File: config.mk
export PLATFORM = sky130hd
export DESIGN_NAME = div_sweep_ctrl
export DESIGN_NICKNAME = d
export VERILOG_FILES = /design/src/rtl/div_sweep_pkg.sv /design/src/rtl/div_sweep_ctrl_edge_sync.sv /design/src/rtl/div_sweep_ctrl.sv
export SDC_FILE = /design/constraint.sdc
export NUM_CORES = 1
export LEC_CHECK = 0
export BUFFER_PORTS_ARGS = -buffer_cell sky130_fd_sc_hd__buf_2
export CAP_MARGIN = 20
export CORE_UTILIZATION = 35
export CTS_BUF_LIST = sky130_fd_sc_hd__clkbuf_16
export CTS_CLUSTER_DIAMETER = 100
export DETAILED_ROUTE_END_ITERATION = 6
export GPL_TIMING_DRIVEN = 0
export MAX_ROUTING_LAYER = met4
export PLACE_DENSITY = 0.51
export SYNTH_ARGS = -nofsm -noshare
export SYNTH_HDL_FRONTEND = slang
export SYNTH_SLANG_ARGS = --single-unit
File: constraint.sdc
create_clock -name clk -period 3.85 [get_ports clk]
set_input_delay 0.385 -clock clk [delete_from_list [all_inputs] [get_ports clk]]
set_output_delay 0.385 -clock clk [all_outputs]
set_load 0.01 [all_outputs]
File: src/rtl/div_sweep_pkg.sv
// Shared types and default sizes for the divider frequency-sweep controller.
package div_sweep_pkg;

  localparam int DEPTH   = 8;
  localparam int SEL_W   = 5;
  localparam int DWELL_W = 4;

  typedef enum logic [1:0] {
    IDLE,
    LOAD,
    RUN
  } state_t;

  typedef struct packed {
    logic [DWELL_W-1:0] dwell;
    logic [SEL_W-1:0]   sel;
  } entry_t;

endpackage

File: src/rtl/div_sweep_ctrl_edge_sync.sv
// Brings the divider output into the clk domain and flags each rising edge.
module edge_sync (
  input  logic clk,
  input  logic reset,
  input  logic async_in,
  output logic rise
);

  logic s1, s2, s3;

  // NOTE: flops take non-blocking assignments so every stage samples its
  // predecessor's value from before the edge, giving a true shift chain.
  always_ff @(posedge clk or posedge reset) begin
    if (reset) begin
      s1 <= 1'b0;
      s2 <= 1'b0;
      s3 <= 1'b0;
    end else begin
      s1 <= async_in;
      s2 <= s1;
      s3 <= s2;
    end
  end

  assign rise = s2 & ~s3;

endmodule

File: src/rtl/div_sweep_ctrl.sv
// Steps a divider through a table of frequency selects, holding each entry
// for a programmable number of divider edges, with stop and stall handling.
module div_sweep_ctrl #(
  parameter int DEPTH   = div_sweep_pkg::DEPTH,
  parameter int SEL_W   = div_sweep_pkg::SEL_W,
  parameter int DWELL_W = div_sweep_pkg::DWELL_W,
  parameter int TIMEOUT = 65535
) (
  input  logic                       clk,
  input  logic                       reset,
  input  logic                       start,
  input  logic                       stop,
  input  logic                       mode_loop,
  input  logic [$clog2(DEPTH)-1:0]   len,
  input  logic                       wr_en,
  input  logic [$clog2(DEPTH)-1:0]   wr_addr,
  input  logic [DWELL_W+SEL_W-1:0]   wr_data,
  input  logic                       div_clk,
  output logic [SEL_W-1:0]           f_select,
  output logic                       f_load,
  output logic                       busy,
  output logic [$clog2(DEPTH)-1:0]   idx,
  output logic                       done,
  output logic                       stall
);

  import div_sweep_pkg::state_t, div_sweep_pkg::entry_t;
  import div_sweep_pkg::IDLE, div_sweep_pkg::LOAD, div_sweep_pkg::RUN;

  localparam int IDX_W = $clog2(DEPTH);
  localparam int TMO_W = $clog2(TIMEOUT + 1);

  state_t             state, state_next;
  entry_t             tbl [DEPTH];
  logic [IDX_W-1:0]   len_q;
  logic               loop_q;
  logic [DWELL_W-1:0] edge_cnt;
  logic [TMO_W-1:0]   tmo_cnt;
  logic               rise, accept, term, last, tmo_hit;
  logic [IDX_W-1:0]   idx_inc;

  edge_sync u_edge_sync (
    .clk      (clk),
    .reset    (reset),
    .async_in (div_clk),
    .rise     (rise)
  );

  // Stop outranks start, and start is only heard while idle.
  assign accept  = (state == IDLE) && start && !stop;
  assign term    = (state == RUN) && rise && (edge_cnt == tbl[idx].dwell);
  assign last    = (idx == len_q);
  assign tmo_hit = (state == RUN) && !rise && (tmo_cnt == TMO_W'(TIMEOUT - 1));
  assign idx_inc = idx + 1'b1;

  always_ff @(posedge clk or posedge reset) begin
    if (reset) state <= IDLE;
    else       state <= state_next;
  end

  // NOTE: state_next takes a default before the case so no path leaves it
  // unassigned, which would otherwise infer a latch.
  always_comb begin
    state_next = state;
    case (state)
      IDLE: if (accept) state_next = LOAD;
      LOAD: state_next = stop ? IDLE : RUN;
      RUN: begin
        if (stop || (term && last && !loop_q) || tmo_hit) state_next = IDLE;
      end
      default: state_next = IDLE;
    endcase
  end

  always_comb begin
    busy = (state != IDLE);
  end

  // NOTE: the table lives in flops and is cleared by reset, so a sweep after
  // reset reads known zeros rather than power-up garbage.
  always_ff @(posedge clk or posedge reset) begin
    if (reset) begin
      for (int i = 0; i < DEPTH; i++) tbl[i] <= '0;
      f_select <= '0;
      f_load   <= 1'b0;
      done     <= 1'b0;
      stall    <= 1'b0;
      idx      <= '0;
      len_q    <= '0;
      loop_q   <= 1'b0;
      edge_cnt <= '0;
      tmo_cnt  <= '0;
    end else begin
      f_load <= 1'b0;
      done   <= 1'b0;

      if (state == IDLE && wr_en) tbl[wr_addr] <= wr_data;

      if (accept) begin
        len_q  <= len;
        loop_q <= mode_loop;
        stall  <= 1'b0;
        idx    <= '0;
      end

      if (state == LOAD && !stop) begin
        f_select <= tbl[0].sel;
        f_load   <= 1'b1;
        edge_cnt <= '0;
        tmo_cnt  <= '0;
      end

      if (state == RUN && !stop) begin
        if (rise) begin
          tmo_cnt <= '0;
          if (term) begin
            edge_cnt <= '0;
            if (!last) begin
              idx      <= idx_inc;
              f_select <= tbl[idx_inc].sel;
              f_load   <= 1'b1;
            end else if (loop_q) begin
              idx      <= '0;
              f_select <= tbl[0].sel;
              f_load   <= 1'b1;
            end else begin
              done <= 1'b1;
            end
          end else begin
            edge_cnt <= edge_cnt + 1'b1;
          end
        end else if (tmo_hit) begin
          stall <= 1'b1;
        end else if (tmo_cnt != TMO_W'(TIMEOUT)) begin
          tmo_cnt <= tmo_cnt + 1'b1;
        end
      end
    end
  end

endmodule

## After elaboration in Yosys (flattened, before gate mapping)

Index checks and enable logic that the tools add are counted.

- Add/subtract/negate cells: 3
- Muxes and demuxes: 49
- Reductions and logical operators: 20
- Bitwise operators: 5
- Eq/ne operators: 8
- $lt $le $gt $ge: 4

Operator list:

| operator | count |
|---|---|
| $mux W16 | 5 |
| $bwmux W72 | 1 |
| $bmux W9 S3 | 2 |
| $mux W5 | 8 |
| $demux W9 S3 | 1 |
| $mux W9 | 3 |
| $mux W3 | 6 |
| $add A16 B1 Y16 const B | 1 |
| $eq A16 B16 Y1 const B | 1 |
| $mux W4 | 4 |
| $ne A16 B16 Y1 const B | 1 |
| $mux W1 | 15 |
| $ge A4 B4 Y1 const B | 3 |
| $logic_and A1 B1 Y1 | 12 |
| $not A3 Y4 | 3 |
| $mux W2 | 3 |
| $pmux W2 S3 | 1 |
| $add A4 B1 Y4 const B | 1 |
| $eq A4 B4 Y1 | 1 |
| $lt A4 B1 Y1 const B | 1 |
| $add A3 B1 Y3 const B | 1 |
| $eq A3 B3 Y1 | 1 |
| $logic_not A1 Y1 | 3 |
| $eq A2 B1 Y1 const B | 1 |
| other kinds (9) | 10 |

- Register bits: 112
- Bits of input ports: 22

## Longest topological paths before layout

- Depth in word-level cells: 12
- Mapped depth: 8
- Gate-level depth less buffers: 7

## By module

From an unflattened synthesis, not the netlist that was laid out.

- Cells, all modules: 455
- Area, all modules: 5585.4 µm²

By module, submodules not included:

| module | area an instance (µm²) | cells each | sequential area each (µm²) | instances |
|---|---|---|---|---|
| div_sweep_ctrl | 5492.8 | 450 | 2727.6 | 1 |
| edge_sync | 92.6 | 5 | 75.1 | 1 |

## Least setup slack after synthesis

No wires, ideal clock.

- Path type: reg-to-reg
- Start: register idx[0]
- End: register edge_cnt[2]
- Library setup time: 0.127 ns
- Data arrival time: 2.010 ns
- Path buffers: 2
- Period minus slack after synthesis: 2.137 ns
- Setup slack: 1.713 ns
- Stages on the path, launching flop included: 9
- Required time: 3.723 ns
- Path through: dfrtp_1 > buf_6 > mux2i_1 > mux4_2 > xor2_1 > nand4_4 > buf_6 > a31oi_1 > mux2i_1

- Cells in the longest elaborated chain, start to end: 9

Ends and longest elaborated chain:

| what | line | source |
|---|---|---|
| start: declaration | div_sweep_ctrl.sv:22 | `output logic [$clog2(DEPTH)-1:0] idx,` |
| start signal: assignment | div_sweep_ctrl.sv:119 | `idx <= idx_inc;` |
| $not A3 Y4 (implied by the code) | div_sweep_ctrl.sv:51 | `assign term = (state == RUN) && rise && (edge_cnt == tbl[idx].dwell);` |
| $bmux W9 S3 | div_sweep_ctrl.sv:51 |  |
| $mux W9 (implied by the code) (2 in a row) | div_sweep_ctrl.sv:51 |  |
| $eq A4 B4 Y1 | div_sweep_ctrl.sv:51 |  |
| $logic_and A1 B1 Y1 | div_sweep_ctrl.sv:51 |  |
| $mux W4 | div_sweep_ctrl.sv:116 | `if (term) begin` |
| $mux W4 | div_sweep_ctrl.sv:114 | `if (rise) begin` |
| $mux W4 | div_sweep_ctrl.sv:113 | `if (state == RUN && !stop) begin` |
| end signal: assignment | div_sweep_ctrl.sv:130 | `edge_cnt <= edge_cnt + 1'b1;` |
| end: declaration | div_sweep_ctrl.sv:37 | `logic [DWELL_W-1:0] edge_cnt;` |

No other way between the ends. The select of a mux whose other input is x is not followed.
A chain may end at the register's enable or synchronous reset.

## Worst setup path after layout

- Start: register idx[0]
- End: register f_select[1]

- Cells in the longest elaborated chain, start to end: 9
- Elaborated cells on any way between the ends: 16
- Classes of those cells: add/sub (1); eq/ne (2); mux (10); bitwise (2); reduce/logical (1)

Ends and longest elaborated chain:

| what | line | source |
|---|---|---|
| $add A3 B1 Y3 or $not A3 Y4 (tied branches) | div_sweep_ctrl.sv:54, div_sweep_ctrl.sv:51 |  |
| $not A3 Y4 (implied by the code) or $bmux W9 S3 (tied branches) | div_sweep_ctrl.sv:120, div_sweep_ctrl.sv:51 |  |
| $bmux W9 S3 or $mux W9 (tied branches) | div_sweep_ctrl.sv:120, div_sweep_ctrl.sv:51 |  |
| $mux W5 (implied by the code) or $mux W9 (tied branches) | div_sweep_ctrl.sv:120, div_sweep_ctrl.sv:51 |  |
| $mux W5 (implied by the code) or $eq A4 B4 Y1 (tied branches) | div_sweep_ctrl.sv:120, div_sweep_ctrl.sv:51 |  |
| $mux W5 or $logic_and A1 B1 Y1 (tied branches) | div_sweep_ctrl.sv:118, div_sweep_ctrl.sv:51 |  |
| $mux W5 (*) | div_sweep_ctrl.sv:116 |  |
| $mux W5 (*) | div_sweep_ctrl.sv:114 |  |
| $mux W5 (*) | div_sweep_ctrl.sv:113 |  |
| end signal: assignment | div_sweep_ctrl.sv:107 | `f_select <= tbl[0].sel;` |
| end signal: assignment | div_sweep_ctrl.sv:120 | `f_select <= tbl[idx_inc].sel;` |
| end signal: assignment | div_sweep_ctrl.sv:124 | `f_select <= tbl[0].sel;` |
| end: declaration | div_sweep_ctrl.sv:19 | `output logic [SEL_W-1:0] f_select,` |

Mark *: on every way between the ends. The rest lies on a longest branch, timed or not. The select of a mux whose other input is x is not followed.

==> run_results.csv <==
group,metric,value,unit
outcome,outcome,"finished, final reports clean",
setup_path,critPathKind,"flop to flop",
setup_path,critPathCaptureType,"flop",
setup_path,setup.worst_path.start_class,"flop",
setup_path,crit_required,4.09,ns
setup_path,setup.worst_path.start,"idx[0]",
sta,hold_viol,0,
power,power_frac_clock,31.7,%
power,seq_power_share,49.8,%
sta,maxClockFrequency,379,MHz
cells_and_area,num-nets-final,539,
placement,hpwl_after_detailed_placement,8.92,mm
setup_path,ff2ff_setup_slack,1.21,ns
sta,hold_ws,0.143,ns
yosys,synth_top_area_cell,"sky130_fd_sc_hd__dfrtp_1",
sta,finalWorstPathRequiredPeriod,2.64,ns
yosys,postSynthNetCount,493,
cts,cts_resized,0,
setup_path,worstReg2RegEnd,"f_select[1]",
cells_and_area,area_used_by_sequential_logic_in_the_layout,2800,µm²
cts,cts_hold_repair.buffers,0,
yosys,count_of_distinct_cell_types_in_the_synthesized_netlist,47,
cts,worstSkewPairLatency,0.36,ns
global_route,largest_net_degree_at_the_start_of_global_routing,58,
routing,route.detailed.drc,0,
global_route,first_global_vias,3879,
setup_path,worst_setup_path_endpoint,"f_select[1]",
sta,fin_skew,0.0146,ns
routing,route.vias.total,3821,
yosys,syn_inst,467,
yosys,synth_seq_area_share,50.2,%
power,swShare,27.9,%
setup_path,crit_family,"buffers and inverters",
cells_and_area,layout.filler_cells,1469,
cells_and_area,final_cell_area,6360,µm²
yosys,post_synth_main_area_contributors,"sky130_fd_sc_hd__dfrtp_1 50%, sky130_fd_sc_hd__mux2_2 16%, sky130_fd_sc_hd__mux4_2 4.8%",
yosys,syn_area_per_cell,12.0,µm²
floorplanning,floorplan.io_pins,34,
floorplanning,chipHeight,128,µm
yosys,number_of_warnings_reported_in_the_yosys_synthesis_log,0,
yosys,ys_flop_type,"sky130_fd_sc_hd__dfrtp_1",
sta,slew-limit-headroom,50.1,%
cells_and_area,final_layout_size_suffix_gt1_share,30.3,%
sta,final.period_utilization,68.6,%
yosys,synth.cell_area,5580,µm²
setup_path,worst-path-buf-inv,3,
power,pwr-share-comb,18.5,%
cts,cts_htree_levels,3,
power,total_power,3.14,mW
min_path,timing.hold.worst.class,"input port to flop",
cts,cts_buffers,9,
power,vdd_drop_max,311,µV
routing,dr.pass1.iters,4,
sta,rsz0062_at_grt,"false",
placement,dpl_cell_area,6050,µm²
job,cap_violations,0,
cells_and_area,post_layout_nonfiller_instances,729,
routing,drt_first_iter_violations,236,
cts,cts_root_cell,"sky130_fd_sc_hd__clkbuf_16",
routing,vias_per_cell,5.24,
cells_and_area,multi_input_area,2640,µm²
placement,gp_congestion,0.837,
yosys,yosys.area.top_type_share,50.2,%
setup_path,cp_num_cells,7,
global_route,wire_length_of_the_first_global_routing_pass,21.2,mm
setup_path,critical_path.max_stage_delay,0.49,ns
cells_and_area,antennaDiodeCount,0,
floorplanning,design.die.area,16500,µm²
power,switchingPower,0.876,mW
power,power_density,493,nW/µm²
cts,tritoncts,"yes",
yosys,number_of_flops_mapped_to_enable_cells_by_yosys,0,
cts,post-cts-setup-buffer-count,0,
routing,final_antenna_net_count,0,
setup_path,crit-reg2reg-launch,"idx[0]",
cts,max-clock-path-buffers,2,
setup_path,path_cells,"buf_6 > buf_2 > xor2_1 > nor3_1 > clkbuf_1 > nor4_1 > a211oi_1",
routing,drt-total-wl,12.8,mm
global_route,grt_remaining_overflow,0,
yosys,async_flop_share,100,%
power,power_report.internal_total,2.26,mW
floorplanning,core,15400,µm²
cells_and_area,flow.area_growth_from_synthesis,13.9,%
setup_path,critical_path_arrival,2.88,ns
global_route,overall_routing_resource_usage,17.7,%
sta,maxSlewViolCount,0,
floorplanning,floorplan.die.width,128,µm
placement,placed_cells_incl_taps,713,
sta,max_slew.worst_pin.slew,0.749,ns
placement,place.port_buffers,33,
power,total_leakage_power,2.72,nW
global_route,antenna_found_initial,0,
yosys,synth_seq_cells,112,
floorplanning,initial_core_utilization,36.3,%
cts,clock-sinks,112,
routing,routedWlPerCell,17.6,µm
sta,report.final.setup_viol,0,
setup_path,critPathSlowestCell,"sky130_fd_sc_hd__dfrtp_1",
setup_path,path_max_fanout,10,
floorplanning,row_count,45,
cts,clk_pin_slew_worst_paths,0.08,ns
setup_path,reg2reg_depth,7,
## flip-flops by register name, indices dropped and copies added (netlist names)
name	flops
len_q	3
done	1
tbl	72
f_select	5
u_edge_sync.s3	1
state	2
stall	1
u_edge_sync.s1	1
u_edge_sync.s2	1
f_load	1
tmo_cnt	16
edge_cnt	4
idx	3
loop_q	1
## metal layers
| metal | GRT usage [%] | part of all wire [%] |
|---|---|---|
| met5 | - | 0 |
| met4 | 6.02 | 1.9 |
| met3 | 3.71 | 3.9 |
| met2 | 27.2 | 48 |
| met1 | 23.3 | 47 |
## cell usage after synthesis, types with 3 or more instances
cell type                    n
sky130_fd_sc_hd__o21ai_0     7
sky130_fd_sc_hd__buf_6       3
sky130_fd_sc_hd__o21ai_1    13
sky130_fd_sc_hd__o22ai_1     6
sky130_fd_sc_hd__dfrtp_1   112
sky130_fd_sc_hd__a211oi_1    5
sky130_fd_sc_hd__a31oi_1     6
sky130_fd_sc_hd__nand2_1    60
sky130_fd_sc_hd__ha_1        4
sky130_fd_sc_hd__mux2i_1    21
sky130_fd_sc_hd__mux2_2     77
sky130_fd_sc_hd__a21oi_1    14
sky130_fd_sc_hd__and2_1      3
sky130_fd_sc_hd__clkbuf_1   14
sky130_fd_sc_hd__nand3b_1    6
sky130_fd_sc_hd__nand2b_1    4
sky130_fd_sc_hd__nor2_1     20
sky130_fd_sc_hd__nand3_1     6
sky130_fd_sc_hd__and3_1     10
sky130_fd_sc_hd__nand4_1     4
sky130_fd_sc_hd__xor2_1      8
sky130_fd_sc_hd__mux4_2     12
sky130_fd_sc_hd__nor2b_1     5
sky130_fd_sc_hd__and4_1      4
sky130_fd_sc_hd__inv_1       8
sky130_fd_sc_hd__nor4_1      6
sky130_fd_sc_hd__nor3_1      3
## worst min path at each step
| stage | slack [ns] | end | depth (start not counted) | startpoint |
|---|---|---|---|---|
| floorplan | 0.33 | u_edge_sync.s2 | 0 | u_edge_sync.s1 |
| global placement | 0.34 | u_edge_sync.s2 | 0 | u_edge_sync.s1 |
| detailed placement | 0.34 | u_edge_sync.s2 | 0 | u_edge_sync.s1 |
| CTS | 0.13 | u_edge_sync.s1 | 1 | div_clk |
| global route | 0.13 | u_edge_sync.s1 | 1 | div_clk |
| finish | 0.14 | u_edge_sync.s1 | 1 | div_clk |
## cell families (layout without fill, tap and decap cells)
kind of cell / count (synthesis) / count (layout) / share of synthesized area, %
AND/OR/NAND/NOR: 138 / 138 / 12.5
multiplexers: 114 / 114 / 25.7
flip-flops: 112 / 112 / 50.2
AO/OA/AOI/OAI: 62 / 62 / 6.92
buffers and inverters: 29 / 80 / 2.53
XOR/XNOR: 8 / 8 / 1.25
adder cells (fa/ha/maj): 4 / 4 / 0.896
## area by class of cell
cell class              instances  share of cell area (%)
repair buffers                 35                    3.11
inverters                       8                   0.511
flip-flops and latches        112                    44.1
multi-input cells             326                    41.5
clock inverters                 7                    1.40
clock buffers                   9                    3.54
plain buffers                  21                    1.75
well taps                     211                    4.15
## stage by stage
step / setup slack (ns) / setup TNS, ns / util (%)
2_1_floorplan: 0.506 / 0 / -
3_3_place_gp: -0.877 / -97.03 / 39.1
3_5_place_dp: 1.23 / 0 / 39.3
4_1_cts: 1.20 / 0 / 41.4
5_1_grt: 0.992 / 0 / 41.4
6_report: 1.21 / 0 / 41.4
## power by group through the flow
stage | Combinational (mW) | Sequential [mW] | Clock [mW]
floorplan | 0.448 | 1.54 | 0
global placement | 0.563 | 1.57 | 0
detailed placement | 0.588 | 1.59 | 0
CTS | 0.591 | 1.56 | 1.02
global route | 0.650 | 1.60 | 1.07
finish | 0.581 | 1.56 | 0.994
## placed cells by master (no fill, tap or decap), types with 10 or more instances in the layout
| cell type | n |
|---|---|
| sky130_fd_sc_hd__mux2_2 | 77 |
| sky130_fd_sc_hd__clkbuf_1 | 14 |
| sky130_fd_sc_hd__buf_2 | 36 |
| sky130_fd_sc_hd__nor2_1 | 20 |
| sky130_fd_sc_hd__o21ai_1 | 13 |
| sky130_fd_sc_hd__mux2i_1 | 21 |
| sky130_fd_sc_hd__nand2_1 | 60 |
| sky130_fd_sc_hd__a21oi_1 | 14 |
| sky130_fd_sc_hd__mux4_2 | 12 |
| sky130_fd_sc_hd__and3_1 | 10 |
| sky130_fd_sc_hd__dfrtp_1 | 112 |
Note: power is estimated with default switching activity, not from simulation.
